===== src/rtl/lfsr.sv =====
// Fibonacci LFSR used as a pseudo-random pattern source.
// The state shifts toward the MSB each enabled clock, and the XOR of the
// tap bits enters the LSB. A seed is loaded on reset, or on the first
// enabled clock after power-up, so no reset is needed before first use.
// The all-zeros state is a deliberate fixed point and has no escape logic.
module lfsr #(
  parameter int OUTPUT_WIDTH = 4
) (
  input  logic                    clk,
  input  logic                    rst,
  input  logic                    enb,
  input  logic [OUTPUT_WIDTH-1:0] seed,
  output logic [OUTPUT_WIDTH-1:0] out
);

  // Maximal-length tap mask for a given width.
  // Bit k-1 is set for tap k.
  function automatic logic [15:0] tap_mask(input int n);
    logic [15:0] m;
    case (n)
      2:       m = 16'h0003;
      3:       m = 16'h0006;
      4:       m = 16'h000C;
      5:       m = 16'h0014;
      6:       m = 16'h0030;
      7:       m = 16'h0060;
      8:       m = 16'h00B8;
      9:       m = 16'h0110;
      10:      m = 16'h0240;
      11:      m = 16'h0500;
      12:      m = 16'h0829;
      13:      m = 16'h100D;
      14:      m = 16'h2015;
      15:      m = 16'h6000;
      16:      m = 16'hD008;
      default: m = 16'h0000;
    endcase
    return m;
  endfunction

  // Reject unsupported widths at elaboration.
  generate
    if (OUTPUT_WIDTH < 2 || OUTPUT_WIDTH > 16) begin : g_bad_width
      $error("lfsr: OUTPUT_WIDTH must be in the range 2..16");
    end
  endgenerate

  localparam logic [15:0] TAP_MASK = tap_mask(OUTPUT_WIDTH);

  // Power-up values come from the register initialisers. The pending flag
  // makes the first enabled clock load the seed.
  logic [OUTPUT_WIDTH-1:0] out_r          = '0;
  logic                    load_pending_r = 1'b1;
  logic                    fb_s;

  // Feedback bit: parity of the tapped state bits.
  always_comb begin
    fb_s = ^(out_r & TAP_MASK[OUTPUT_WIDTH-1:0]);
  end

  // State update. Enable gates everything, including reset.
  // After that, reset or a pending load takes priority over a shift.
  always_ff @(posedge clk) begin
    if (!enb) begin
      out_r          <= out_r;
      load_pending_r <= load_pending_r;
    end else if (rst || load_pending_r) begin
      out_r          <= seed;
      load_pending_r <= 1'b0;
    end else begin
      out_r          <= {out_r[OUTPUT_WIDTH-2:0], fb_s};
      load_pending_r <= 1'b0;
    end
  end

  assign out = out_r;

endmodule


===== config.mk =====
export PLATFORM = sky130hd
export DESIGN_NAME = lfsr
export DESIGN_NICKNAME = d
export VERILOG_FILES = /design/src/rtl/lfsr.sv
export SDC_FILE = /design/constraint.sdc
export NUM_CORES = 1
export LEC_CHECK = 0
export CAP_MARGIN = 10
export CORE_AREA = 2 2 39 41
export CTS_CLUSTER_DIAMETER = 200
export DETAILED_ROUTE_END_ITERATION = 8
export DIE_AREA = 0 0 41 43
export GPL_TIMING_DRIVEN = 0
export PLACE_DENSITY = 0.38
export SYNTH_ARGS = -nofsm -noshare
export SYNTH_HDL_FRONTEND = slang
export SYNTH_SLANG_ARGS = --single-unit

===== constraint.sdc =====
create_clock -name clk -period 1.57 [get_ports clk]
set_input_delay 0.314 -clock clk [delete_from_list [all_inputs] [get_ports clk]]
set_output_delay 0.314 -clock clk [all_outputs]
set_load 0.005 [all_outputs]

Word-level counts from Yosys, hierarchy flattened
Index checks and enable logic that the tools add are counted.
{"block": "classes", "n_reduce_logical": 1, "mux": 1}
{"cell": "$mux 4", "count": 1}
{"cell": "$reduce_xor 4->1", "count": 1}
{"block": "word_totals", "register_bits": 4}

Longest topological paths before layout
Gate-level depths: netlist of the first run.
{"block": "logic_depth", "ltp_word": 2, "mapped_depth": 2, "depth_no_buf": 2}

Least setup slack after synthesis of the first run
No wires, ideal clock.
{"block": "synth_path", "path_kind": "register to register", "start": "reg out_r[2] (netlist: out[2])", "end": "reg out_r[3] (netlist: out[3]) (data pin)", "required_time_ns": 1.310, "path_slack_ns": 0.636, "t_arrival_ns": 0.674, "stages_incl_launch_ff": 2, "path_buffers": 0, "path_cell_list": "edfxtp_1 -> mux2_2"}
{"block": "synth_between", "elab_chain_len": 1}
{"element": "start: declaration", "line": "52", "text": "logic [OUTPUT_WIDTH-1:0] out_r = '0;"}
{"element": "start signal: assignment", "line": "65", "text": "out_r <= out_r;"}
{"element": "start signal: assignment", "line": "71", "text": "out_r <= {out_r[OUTPUT_WIDTH-2:0], fb_s};"}
{"element": "$mux 4", "line": "67", "text": "end else if (rst || load_pending_r) begin"}
Every way passes these cells.
A chain may end at the register's enable or synchronous reset.

Final worst setup path of the first run
{"block": "layout_path", "start": "reg out_r[2] (netlist: out[2])", "end": "out out[2]"}
{"element": "end: declaration", "line": "13", "text": "output logic [OUTPUT_WIDTH-1:0] out"}
No word-level cell between the ends.

==> results of run 1 <==
-- metrics by stage --
step                      worst slack (ns)  utilization, %  power, µW  instances
after floorplan                     0.6361               -      147.2         10
after global placement             0.06492           21.07      182.3         36
after detailed placement           0.05277           21.07      182.8         36
after CTS                           0.1281           22.69      312.9         39
after global routing               0.08982           22.69      326.6         39
final                               0.1490           22.69      303.0         39
-- power breakdown --
part / internal (µW) / switching, µW / total [µW] / leakage, µW
Combinational: 34.2 / 13.0 / 47.2 / 0.0000565
Clock: 85.1 / 36.9 / 122 / 0.0000138
Sequential: 129 / 4.61 / 134 / 0.0000393
Total: 248 / 54.5 / 303 / 0.000110
-- layout by cell type (no fill, tap or decap) --
| master | n |
|---|---|
| clkbuf_4 | 3 |
| clkdlybuf4s50_1 | 10 |
| edfxtp_1 | 4 |
| mux2_2 | 3 |
| nand2_1 | 1 |
| o21ai_0 | 1 |
| xnor2_1 | 1 |
-- worst min-delay path by stage --
stage	to	slack, ns
after floorplan	out[0]	0.43
after global placement	out[1]	0.57
after detailed placement	out[2]	0.58
after CTS	out[1]	0.59
after global routing	out[1]	0.60
final	out[1]	0.59
-- final cells by class --
class                      instances  area share, %
clock buffer                       3          7.171
timing repair buffer              10          31.87
multi-input combinational          6          16.33
tap                               16          6.375
sequential                         4          38.25
-- layer usage --
metal  up-vias  GRT usage [%]  wire length (µm)
met5         -              0                 0
li1         65              -                 -
met3         0          4.188                81
met4         0          8.000                 0
met2        11          4.063               116
met1        48          5.902               172
-- worst reg2reg max path, cell delays in order, from the launching register on --
cell and delay, ns:
edfxtp_1 0.41, xnor2_1 0.17, o21ai_0 0.11
-- logic make-up after synthesis --
logic type      count (synthesis)  share of synthesized area [%]
flops                           4                          70.08
compound gates                  1                          2.917
xor+xnor                        1                          5.110
mux                             3                          19.71
simple gates                    1                          2.188
==> metrics.md, run 1 <==
| Metric | Value |
|---|---|
| Syn. warnings | `0` |
| Max VDD drop | `0.2881 mV` |
| Worst setup startpoint | `out[2]` |
| Max reg flops | `4` |
| Antenna cell count | `0` |
| # resized after CTS | `0` |
| Register area share after synthesis | `70.07%` |
| Worst path required time | `1.26 ns` |
| Critical R2R Launch | `out[2]` |
| Initial Util | `12.39%` |
| I/O pin cnt | `11` |
| Tcrit/Tclk final | `90.51%` |
| Fill count | `147` |
| Largest net degree at the start of global routing | `6` |
| Post-CTS Setup Repair Bufs | `0` |
| Setup tns final | `0 ns` |
| Synth-to-layout area growth | `83.21%` |
| WL per Instance | `9.462 µm` |
| Critical Path Sink | `out[2]` |
| Yosys top cell area share | `70.07%` |
| Hold path cells | `1` |
| R2R depth | `2` |
| First-pass DRT Iterations | `1` |
| Row count | `14` |
| Fin. Hold Viols | `0` |
| Post-synth EDFFs | `4` |
| RR Endpoint | `out[0]` |
| CTS buffer count | `3` |
| Leakage | `0.0001096 µW` |
| Total Routing Usage GR | `5.152%` |
| Post-synthesis instance total | `10` |
| Power Dens Cells | `964.8 nW/µm²` |
| Max_slew headroom | `86.14%` |
| CP max stage cell | `clkdlybuf4s50_1` |
| CTS Hold Bufs | `0` |
| # H-tree levels | `1` |
| Status | `finished clean` |
| Main synth FF type | `edfxtp_1` |
| Layout Nets | `32` |
| Die Width | `41 µm` |
| Synth top area cells | `edfxtp_1 70%, mux2_2 20%, xnor2_1 5.1%` |
| Multi-input logic area | `51.30 µm²` |
| Syn nets | `17` |
| Root buffer cell | `clkbuf_4` |
| Initial antenna violation count | `0` |
| Post-Route WL | `369 µm` |
| Synthesized area | `171.4 µm²` |
| CP top delay family | `buffers and inverters` |
| Final setup violating endpoints | `0` |
| Crit path depth | `1` |
| Longest Clk Path Bufs | `2` |
| Die Ht | `43 µm` |
| Clock sink count | `4` |
| Max Clk Rate | `703.8 MHz` |
| Worst Skew | `0.002190 ns` |
| Kind of critical path | `flop to output pin` |
| Worst-path maximum fanout | `3` |
| R2R Setup Slk | `0.62 ns` |
| Reg clk slew, reported paths | `0.04 ns` |
| Cell with the most instances after synthesis | `edfxtp_1` |
| Synth area leader | `edfxtp_1` |
| Die area | `1763 µm²` |
| Congestion Overflow GR | `0` |
| CORE AREA | `1384 µm²` |
| Worst setup SP type | `flop` |
| Layout cells sized above 1 | `26.09%` |
| Antenna viol nets, final | `0` |
| CP max stage delay | `0.51 ns` |
| CTS tree | `yes` |
| Max_cap viols | `0` |
| HP Start | `out[0]` |
| Global-route wire length before repair | `496 µm` |
| DRC | `0` |
| Hold slack | `0.5859 ns` |
| Crit path time final | `1.421 ns` |
| Worst path cell trace | `clkdlybuf4s50_1` |
| FF+latch area | `120.1 µm²` |
| Post-synth cell types | `5` |
| Placed cell areas | `291.5 µm²` |
| Asr flop ratio synth | `0%` |
| Hold Crit Class | `flop to flop` |
| IO Port Bufs | `10` |
| Worst-Skew Late Latency | `0.23 ns` |
| Worst Tran Pin Value | `0.2072 ns` |
| Crit path buffers/inverters | `1` |
| Synthesized flop and latch total | `4` |
| Drt initial violations | `0` |
| RSZ-0062 raised after global routing | `false` |
| Final instance area | `314.1 µm²` |
| Top post-synthesis cells by count | `4 x edfxtp_1, 3 x mux2_2, 1 x nand2_1, 1 x o21ai_0, 1 x xnor2_1` |
| Crit path capture type | `output pin` |
| Crit path arrival time | `1.11 ns` |
| Routed vias | `124` |
| Slew Viols, Final | `0` |
| Syn avg cell area | `17.14 µm²` |
| Vias in the first global route | `128` |
| GP Congestion | `0.6059` |
| Vias per Instance | `3.179` |
Power figures use the tool's default switching activity.
==> run 2, diff against run 1 <==
==> constraint.sdc (replaced) <==
create_clock -name clk -period 1.57 [get_ports clk]
set_input_delay 0.2355 -clock clk [delete_from_list [all_inputs] [get_ports clk]]
set_output_delay 0.2355 -clock clk [all_outputs]
set_load 0.005 [all_outputs]
==> results of run 2 <==
Same layout as run 1 (identical final DEF). Status: finished clean.
Main changes from that run: setup slack after placement 0.05277 ns -> 0.1313 ns; setup slack after layout 0.1490 ns -> 0.2275 ns
